--- config.mk ---
export PLATFORM = sky130hd
export DESIGN_NAME = clock_enable_divider
export DESIGN_NICKNAME = d
export VERILOG_FILES = /design/src/rtl/clkdiv_pkg.sv /design/src/rtl/clock_enable_divider.sv
export SDC_FILE = /design/constraint.sdc
export NUM_CORES = 1
export LEC_CHECK = 0
export ABC_AREA = 1
export BUFFER_PORTS_ARGS = -buffer_cell sky130_fd_sc_hd__buf_2
export CAP_MARGIN = 20
export CORE_UTILIZATION = 45
export DETAILED_ROUTE_END_ITERATION = 8
export GPL_TIMING_DRIVEN = 0
export PLACE_DENSITY = 0.77
export RECOVER_POWER = 25
export SLEW_MARGIN = 15
export SYNTH_ARGS = -nofsm -noshare
export SYNTH_HDL_FRONTEND = slang
export SYNTH_SLANG_ARGS = --single-unit
--- constraint.sdc ---
create_clock -name clk -period 2.5 [get_ports clk]
set_clock_uncertainty 0.2 [all_clocks]
set_input_delay 0.125 -clock clk [delete_from_list [all_inputs] [get_ports clk]]
set_output_delay 0.125 -clock clk [all_outputs]
set_load 0.01 [all_outputs]
--- src/rtl/clkdiv_pkg.sv ---
//------------------------------------------------------------------------------
// clkdiv_pkg : state encoding and mode constants for clock_enable_divider
// Rev 1.0
//------------------------------------------------------------------------------
`default_nettype none

package clkdiv_pkg;

   typedef enum logic [1:0] {
      IDLE = 2'd0,
      RUN  = 2'd1,
      HOLD = 2'd2
   } clkdiv_state_t;

   localparam logic MODE_FREE    = 1'b0;
   localparam logic MODE_ONESHOT = 1'b1;

endpackage

`default_nettype wire

--- src/rtl/clock_enable_divider.sv ---
//------------------------------------------------------------------------------
// clock_enable_divider : programmable tick-enable generator with one-shot mode
// Rev 1.0
//------------------------------------------------------------------------------
`default_nettype none

module clock_enable_divider
   import clkdiv_pkg::*;
#(
   parameter int          WIDTH       = 28,
   parameter int unsigned DEFAULT_DIV = 4
) (
   input  logic             clk,
   input  logic             RESET,
   input  logic             en,
   input  logic             oneshot,
   input  logic             div_ld,
   input  logic [WIDTH-1:0] div_val,
   output logic             tick,
   output logic             sq_out,
   output logic [WIDTH-1:0] cnt,
   output logic             busy
);

   localparam logic [WIDTH-1:0] c_DIV_RST =
      (DEFAULT_DIV == 0) ? WIDTH'(1) : WIDTH'(DEFAULT_DIV);

   clkdiv_state_t    r_state;
   logic [WIDTH-1:0] r_cnt;
   logic [WIDTH-1:0] r_div;
   logic [WIDTH-1:0] r_shadow;
   logic             r_pend;
   logic             r_os;
   logic             r_tick;
   logic             r_sq;

   logic [WIDTH-1:0] w_div_sane;
   logic [WIDTH-1:0] w_div_m1;
   logic             w_wrap;

   // r_div is never zero, so the subtraction below cannot underflow
   assign w_div_sane = (div_val == '0) ? WIDTH'(1) : div_val;
   assign w_div_m1   = r_div - WIDTH'(1);
   assign w_wrap     = (r_cnt == w_div_m1);

   always_ff @(posedge clk) begin
      if (RESET) begin
         r_state  <= IDLE;
         r_cnt    <= '0;
         r_div    <= c_DIV_RST;
         r_shadow <= c_DIV_RST;
         r_pend   <= 1'b0;
         r_os     <= MODE_FREE;
         r_tick   <= 1'b0;
         r_sq     <= 1'b0;
      end else begin
         r_tick <= 1'b0;
         case (r_state)
            IDLE: begin
               r_cnt <= '0;
               r_sq  <= 1'b0;
               r_os  <= oneshot;
               if (div_ld) r_div <= w_div_sane;
               if (en) r_state <= RUN;
            end
            RUN: begin
               if (!en) begin
                  r_state <= IDLE;
                  r_cnt   <= '0;
                  r_sq    <= 1'b0;
                  r_pend  <= 1'b0;
                  if (div_ld)      r_div <= w_div_sane;
                  else if (r_pend) r_div <= r_shadow;
               end else if (w_wrap) begin
                  r_cnt  <= '0;
                  r_tick <= 1'b1;
                  r_sq   <= ~r_sq;
                  r_pend <= 1'b0;
                  // a load landing on the wrap edge takes priority over the shadow
                  if (div_ld)      r_div <= w_div_sane;
                  else if (r_pend) r_div <= r_shadow;
                  if (r_os == MODE_ONESHOT) r_state <= HOLD;
               end else begin
                  r_cnt <= r_cnt + WIDTH'(1);
                  if (div_ld) begin
                     r_shadow <= w_div_sane;
                     r_pend   <= 1'b1;
                  end
               end
            end
            HOLD: begin
               r_cnt <= '0;
               if (div_ld) r_div <= w_div_sane;
               if (!en) begin
                  r_state <= IDLE;
                  r_sq    <= 1'b0;
               end
            end
            default: begin
               r_state <= IDLE;
               r_cnt   <= '0;
            end
         endcase
      end
   end

   assign tick   = r_tick;
   assign sq_out = r_sq;
   assign cnt    = r_cnt;
   assign busy   = (r_state == RUN);

endmodule

`default_nettype wire

-- Yosys cells after proc, flatten, opt, wreduce, memory -nomap -nowiden
Cells that the tools add are included.
- add/sub/neg operators: 2
- $mul: 0
- div/mod/pow operators: 0
- order comparisons: 0
- eq/ne operators: 9
- shifts and indexed selects: 0
- muxes and demuxes: 21
- bitwise operators: 4
- reduce and logical (&&, ||, !) cells: 12
- operators by type and width (kind ; number):
    28-bit two-way mux ; 6
    28-bit case mux with 2 select lines ; 1
    28-bit by 1-bit adder with 28-bit output, second input constant ; 1
    28-bit == test ; 1
    28-bit zero test ; 1
    28-bit by 1-bit subtractor with 28-bit output, second input constant ; 1
    2-bit two-way mux ; 5
    4-bit AND reduction ; 2
    1-bit two-way mux ; 7
    3-bit by 2-bit != test with 1-bit output, second input constant ; 2
    2-bit case mux with 3 select lines ; 1
    3-bit AND reduction ; 2
    2-bit != test, second input constant ; 2
    1-bit inverter ; 4
    4-bit OR reduction ; 1
    3-bit by 1-bit != test with 1-bit output, second input constant ; 1
    1-bit case mux with 3 select lines ; 1
    3-bit nonzero test ; 1
    3-bit OR reduction ; 1
    2-bit by 1-bit == test with 1-bit output, second input constant ; 1
    2-bit == test, second input constant ; 1
    2-bit zero test ; 1
    2-bit by 1-bit != test with 1-bit output, second input constant ; 1
    2-bit AND reduction ; 1
    2 further kinds ; 2
- bits in registers: 90
- bits in latches: 0
- memory bits (writable): 0
- bits in read-only memories: 0
- bits of input ports: 33
- output and inout port bits: 31
- logic and storage cells: 56
- memories kept: 0

-- Longest topological paths before layout
Gate-level depths: netlist (run 1).
- word-level depth: 6
- gate-level depth with buffers: 20
- depth with buffers taken out: 19

-- Worst setup path before layout (run 1)
Ideal clock, no wire load.
- path kind: flip-flop to flip-flop
- start point: register r_div[0]
- end point: register r_div[18]
- library setup time: 0.113 ns
- data arrival time: 2.134 ns
- data required time: 2.187 ns
- setup slack: 0.053 ns
- cell stages (with the launch flop): 19
- path buffers: 1
- clock period less this slack: 2.447 ns
- path through: dfxtp_1 -> inv_1 -> ha_1 -> or2_2 -> nand2_1 -> nand2_1 -> nand2_1 -> nand2_1 -> nor2_1 -> nand2_1 -> nor2_1 -> nand3_1 -> nor2_1 -> nand3_2 -> nand2_4 -> nand3_4 -> buf_2 -> nor2_1 -> nor2_1
- longest elaborated chain between the ends: 4
- RTL lines (element ; line ; RTL):
    start, declared ; clock_enable_divider.sv:30 ; logic [WIDTH-1:0] r_div;
    start signal, assigned ; clock_enable_divider.sv:50 ; r_div <= c_DIV_RST;
    start signal, assigned ; clock_enable_divider.sv:63 ; if (div_ld) r_div <= w_div_sane;
    start signal, assigned ; clock_enable_divider.sv:72 ; if (div_ld) r_div <= w_div_sane;
    28-bit by 1-bit subtractor with 28-bit output ; clock_enable_divider.sv:43 ; assign w_div_m1 = r_div - WIDTH'(1);
    28-bit == test ; clock_enable_divider.sv:44 ; assign w_wrap = (r_cnt == w_div_m1);
    3-bit by 2-bit != test with 1-bit output (no line) ; -- ;
    3-bit AND reduction (no line) ; -- ;
No other way between the ends.
A chain may end at the register's enable or synchronous reset.

-- Worst setup path in the final report (run 1)
- start point: register r_div[1]
- end point: register r_cnt[21], in the netlist cnt[21]
- longest elaborated chain between the ends: 3
- RTL lines (element ; line ; RTL):
    28-bit by 1-bit subtractor with 28-bit output ; clock_enable_divider.sv:43 ;
    28-bit == test ; clock_enable_divider.sv:44 ;
    4-bit OR reduction (no line) ; -- ;
    end signal, assigned ; clock_enable_divider.sv:84 ; r_cnt <= r_cnt + WIDTH'(1);
    end, declared ; clock_enable_divider.sv:29 ; logic [WIDTH-1:0] r_cnt;
No other way between the ends.

==> metrics.md, run 1 <==
| Metric | Value |
|---|---|
| Run status | `complete, but fails checks` |
| Failing checks | `negative setup slack` |
| Worst hold start | `div_ld` |
| Yosys reg bits | `90` |
| Fmax | `368 MHz` |
| Leading post-synthesis cells by cell area | `dfxtp_1 (34%), nand2_1 (23%), nor2_1 (10%)` |
| Row cnt | `39` |
| Core Area | `11500 um^2` |
| Max-Slew Margin vs Limit | `55.2%` |
| Type of origin of the critical path | `register` |
| Total power | `0.00428 W` |
| Total track usage | `24.3%` |
| Crit Reg-Reg Startpoint | `r_div[1]` |
| CP Cell Sequence | `inv_2, ha_4, nand3_4, buf_12, nor2_4, nand2_1, nand2_1, nand3_1, nor2_1, nand3_1, nor2_2, nand3_4, buf_4, buf_6, nand3_4, buf_6, nor3_1` |
| Initial Utilization | `46.3%` |
| Minimum setup slack in the final design | `-0.216 ns` |
| Endpoint class of the critical path | `register` |
| Post-layout util | `62.7%` |
| Fin crit period | `2.72 ns` |
| Most frequent CP cell | `nand3_4` |
| Slowest CP cell | `dfxtp_2` |
| Largest net degree at the start of global routing | `16` |
| RSZ-0062 raised after global routing | `true` |
| Peak VDD IR | `0.584 mV` |
| Warnings, synthesis | `0` |
| Setup WS pre-CTS | `-0.603 ns` |
| Netlist cell types | `34` |
| Top cell type's share of synthesized area | `33.9%` |
| Post-Syn Instances | `877` |
| Final hold violation count | `0` |
| Die area | `12200 um^2` |
| Share of layout cells above drive strength 1 | `22.2%` |
| CP max FO | `7` |
| Vias per cell | `5.13` |
| Final wirelength | `15700 um` |
| ANT nets after route | `0` |
| First-pass GRT wire length | `24200 um` |
| Mapped cell area | `5310 um^2` |
| Crit path buf inv count | `5` |
| EDFF count, synth | `0` |
| CTS HTree Levels | `3` |
| Leak | `3.32 nW` |
| Synth-to-Final Area Change | `35.5%` |
| Final worst path period share | `109%` |
| Mean Syn Cell Area | `6.05 um^2` |
| Number of global-route vias before repair | `5245` |
| WP data required | `2.52 ns` |
| Most frequent cell after synthesis | `nand2_1` |
| Async SR Flop Fraction | `0%` |
| Chip width | `111 um` |
| Worst Tran Pin Value | `0.670 ns` |
| Fin. max-slew vios | `0` |
| PortBufs | `63` |
| DRC Markers | `0` |
| CTS buffer count | `9` |
| Register area share after synthesis | `33.9%` |
| Syn nets | `912` |
| Detailed Place HPWL | `10000 um` |
| Via count | `5963` |
| Final setup violation count | `88` |
| ANT cells | `0` |
| Antenna violations before repair | `0` |
| Critical path class | `register to register` |
| Power density over cell area | `595 nW/um^2` |
| Crit path arrival time | `2.74 ns` |
| Clk buf depth | `2` |
| TritonCTS clock tree | `yes` |
| DR iter-0 viols | `339` |
| # IOs | `64` |
| Filler instances | `1000` |
| Congestion Overflow GR | `0` |
| First-pass DRT Iterations | `5` |
| Delay-heaviest family, CP | `simple AND/OR/NAND/NOR gates` |
| Clk_lat worst skew | `0.35 ns` |
| CTS sink cnt | `90` |
| Top FF cell, synth | `dfxtp_1` |
| WL/cell | `13.5 um` |
| Commonest cells in the netlist | `nand2_1 (331), nor2_1 (145), dfxtp_1 (90)` |
| Synth area leader | `dfxtp_1` |
| Final GP Congestion | `0.902` |
| Clock Tree Root | `clkbuf_16` |
| Worst hold path type | `primary input to register` |
| CP startpoint | `r_div[1]` |
| DIE HEIGHT | `111 um` |
| Largest stage delay on the critical path | `0.33 ns` |
| Max Cap Viol | `0` |
| Clk slew on worst S/H paths | `0.07 ns` |
| Net count, final | `1049` |
## tightest hold or removal path, cell delays in order
cell and delay [ns]:
buf_2 0.14, nor2_1 0.06, nand2_1 0.05, nand2_1 0.05
nand2_1 0.09, a21oi_2 0.06
## placed cells by master (no fill, tap or decap), drive strengths merged
cell type / instances
xor2: 19
clkbuf: 32
ha: 2
inv: 88
dlygate4sd3: 31
nand2: 332
o31ai: 1
o21ai: 16
a21oi: 35
o211ai: 1
o22ai: 1
xnor2: 8
clkinv: 4
nand3b: 7
or2: 5
bufinv: 1
a31oi: 1
nand4: 16
nor4: 10
and3: 1
buf: 97
mux2i: 1
nand3: 44
dfxtp: 90
nor3: 12
o21bai: 2
clkinvlp: 2
nor2: 154
nor3b: 6
## cell type report
| class | instances | area [um^2] | area share, % |
|---|---|---|---|
| repair buffers | 123 | 920 | 12.8 |
| repair inverters | 1 | 6.26 | 0.0870 |
| clock inverters | 5 | 62.6 | 0.870 |
| well taps | 143 | 179 | 2.49 |
| clock buffers | 11 | 233 | 3.24 |
| plain buffers | 26 | 214 | 2.97 |
| flip-flops and latches | 90 | 1810 | 25.1 |
| multi-input cells | 674 | 3430 | 47.7 |
| inverters | 89 | 344 | 4.78 |
## per-layer routing
layer	global-route usage [%]	routed length [um]
met5	0	0
met4	10.2	468
met3	4.56	708
met2	41.2	7760
met1	30.0	6780
## worst paths after layout
kind,slack [ns],cells past startpoint,end
setup reg to reg,-0.22,17,cnt[21]
setup / recovery,-0.22,17,cnt[21]
hold reg to reg,0.26,2,r_shadow[21]
hold / removal,0.07,6,r_pend
## where the power goes
group	switching [W]	internal (W)	leakage (nW)
Combinational	0.000773	0.000484	2.45
Sequential	0.000108	0.00153	0.735
Clock	0.000598	0.000782	0.136
Total	0.00148	0.00280	3.32
## metrics by stage
stage | cells | hold WS, ns | setup TNS (ns) | instance area (um^2)
after floorplan | 877 | 0.0599 | 0 | 5310
after global placement | 1083 | 0.174 | -44.47 | 5800
after detailed placement | 1083 | 0.180 | -46.37 | 5800
after CTS | 1152 | 0.00606 | -3.22 | 6790
after global routing | 1162 | 0.0903 | -31.37 | 7190
final | 1162 | 0.0687 | -14.65 | 7190
## repair_timing
item                       in CTS  in global routing
setup endpoints to repair      88                 88
pin swaps                      16                 13
hold buffers                   31                  0
buffers inserted               17                  6
gates cloned                    5                  4
gates resized for setup        63                 95
hold endpoints to repair       50                  0
## flip-flops by register name, summed over array words and instances, names as in the netlist
| register | cells |
|---|---|
| r_state | 2 |
| r_div | 28 |
| sq_out | 1 |
| r_pend | 1 |
| r_os | 1 |
| cnt | 28 |
| tick | 1 |
| r_shadow | 28 |
## logic make-up after synthesis
| logic type | count (synthesis) | share of synthesized area (%) |
|---|---|---|
| adders and majority gates | 2 | 0.471 |
| and+or+nand+nor | 585 | 46.4 |
| AOI/OAI and AO/OA | 57 | 5.61 |
| xor gates and xnor gates | 27 | 4.46 |
| buffers and inverters | 115 | 8.91 |
| DFF | 90 | 33.9 |
| muxes | 1 | 0.189 |
No activity file was read; power rests on OpenSTA's default activity.
==> inputs of run 2 (changes only) <==
Settings changed: CORE_MARGIN from default to 5.
==> run 2 against run 1 <==
Against the previous run:
- the flow still finishes with violations (negative setup slack)
- utilization increased by 0.14 points
- sequential share of layout area about the same
- setup slack improved by 0.040 ns
- global-route usage decreased by 3.4 points
- cell area increased by 0.23%
- power increased by 0.31%
- flip-flop and latch count unchanged
- worst hold slack improved by 0.20 ns
- clock power about the same
- largest cell class unchanged
==> metrics.md, run 2 (synthesis results as in run 1) <==
| Metric | Value |
|---|---|
| Share of layout cells above drive strength 1 | `23.4%` |
| Finished Cell Area | `7210 um^2` |
| ANT cells | `0` |
| CTS buffer count | `9` |
| WL/cell | `13.3 um` |
| ANT nets after route | `0` |
| Most frequent cells in the layout | `nand2_1 (301), nor2_1 (101), dfxtp_1 (86), inv_1 (79), buf_2 (58)` |
| Core Area | `11500 um^2` |
| Run status | `complete, but fails checks` |
| CTS sink cnt | `90` |
| Placed Cells incl. Taps | `1083` |
| Max-Slew Margin vs Limit | `61.0%` |
| Antenna violations before repair | `0` |
| Clk_lat worst skew | `0.35 ns` |
| CP startpoint | `r_div[0]` |
| Clock Tree Root | `clkbuf_16` |
| Via count | `5814` |
| Final GP Congestion | `0.869` |
| TritonCTS clock tree | `yes` |
| Clk buf depth | `2` |
| Commonest non-fill, non-tap cell in the layout | `nand2_1` |
| First-pass GRT wire length | `24900 um` |
| Final hold violation count | `0` |
| Net count, final | `1050` |
| Worst Tran Pin Value | `0.582 ns` |
| CTS HTree Levels | `3` |
| Final worst path period share | `107%` |
| Detailed Place HPWL | `10200 um` |
| Largest stage delay on the critical path | `0.32 ns` |
| Minimum setup slack in the final design | `-0.175 ns` |
| Initial Utilization | `46.3%` |
| Post-place instance area | `5800 um^2` |
| Leak | `3.22 nW` |
| Critical path class | `register to register` |
| CP max FO | `7` |
| DR iter-0 viols | `401` |
| Number of global-route vias before repair | `5390` |
| Delay-heaviest family, CP | `simple AND/OR/NAND/NOR gates` |
| Crit path arrival time | `2.76 ns` |
| Crit Reg-Reg Startpoint | `r_div[0]` |
| Worst hold start | `r_shadow[17]` |
| PortBufs | `63` |
| Row cnt | `39` |
| WP data required | `2.59 ns` |
| Max Cap Viol | `0` |
| Die area | `14100 um^2` |
| Vias per cell | `5.00` |
| Type of origin of the critical path | `register` |
| First-pass DRT Iterations | `5` |
| Largest net degree at the start of global routing | `16` |
| Final setup violation count | `75` |
| # IOs | `64` |
| DRC Markers | `0` |
| Final wirelength | `15400 um` |
| Fmax | `374 MHz` |
| Fin crit period | `2.68 ns` |
| Setup WS pre-CTS | `-0.587 ns` |
| CP Cell Sequence | `inv_2, ha_4, nand3_4, nor2_4, nand2_1, nand2_1, nand2_1, nor2_2, nand2_1, nor2_1, nand2_1, nor2_2, nand3_4, nand2_4, nand3_4, buf_6, nand2_2, nand2_1, nor2_1` |
| Endpoint class of the critical path | `register` |
| WHS Path Cells | `2` |
| Fin. max-slew vios | `0` |
| Peak VDD IR | `0.499 mV` |
| Chip width | `119 um` |
| DIE HEIGHT | `119 um` |
| R2R cell count | `19` |
| Crit path depth | `19` |
| Worst hold path type | `register to register` |
| Most frequent CP cell | `nand2_1` |
| Slowest CP cell | `dfxtp_2` |
| RSZ-0062 raised after global routing | `true` |
| Congestion Overflow GR | `0` |
| Finished Layout Cells | `1163` |
| Filler instances | `1028` |
| Total track usage | `20.9%` |
| Clk slew on worst S/H paths | `0.06 ns` |
| Power density over cell area | `595 nW/um^2` |
| Crit path buf inv count | `2` |
| Failing checks | `negative setup slack` |
| Synth-to-Final Area Change | `35.8%` |
-- run 2: layer usage --
layer | wire [um] | share of wire, % | up-vias | track usage, %
met2 | 7730 | 50 | 161 | 36.7
li1 | - | - | 3012 | -
met3 | 751 | 4.9 | 26 | 3.53
met4 | 314 | 2.0 | 0 | 6.09
met1 | 6630 | 43 | 2615 | 26.3
met5 | 0 | 0 | - | 0
-- run 2: timing repair --
item                       CTS  global route
hold buffers                33             0
pin swaps                   14            28
cloned                       7             2
setup buffers               12            10
hold endpoints to repair    51             0
setup endpoints to repair   88            88
resized for setup           86            78
-- run 2: where the power goes --
| part | total, W | switching [W] | internal [W] |
|---|---|---|---|
| clock | 0.00137 | 0.000585 | 0.000781 |
| combinational | 0.00128 | 0.000780 | 0.000502 |
| sequential | 0.00164 | 0.000109 | 0.00153 |
-- run 2: area by class of cell --
type	instances	area (um^2)	area share, %
Clock inverter	5	62.6	0.868
Clock buffer	11	233	3.23
Sequential cell	90	1810	25.1
Inverter	89	337	4.67
Multi-Input combinational cell	674	3450	47.9
Tap cell	143	179	2.48
Buffer	26	191	2.66
Timing Repair Buffer	125	950	13.2
-- run 2: path summary, 6_finish.rpt --
check	end	slack [ns]
worst max register to register	r_div[8]	-0.18
worst min register to register	r_shadow[17]	0.26
worst min-delay path	r_shadow[17]	0.26
worst max-delay path	r_div[8]	-0.18
-- run 2: tightest hold or removal path: stages (launching register included) --
cell and delay [ns]:
dfxtp_1 0.31, nand2_1 0.06, a21oi_1 0.05
-- run 2: per-stage QoR --
step           setup TNS, ns  power, W  util (%)  hold WS [ns]
6_report               -7.76   0.00429      62.9         0.265
2_1_floorplan              0   0.00235         -        0.0599
5_1_grt               -21.61   0.00453      62.9         0.287
4_1_cts                -4.00   0.00415      59.6         0.258
3_3_place_gp          -42.86   0.00259      50.6         0.162
3_5_place_dp          -44.10   0.00260      50.6         0.167
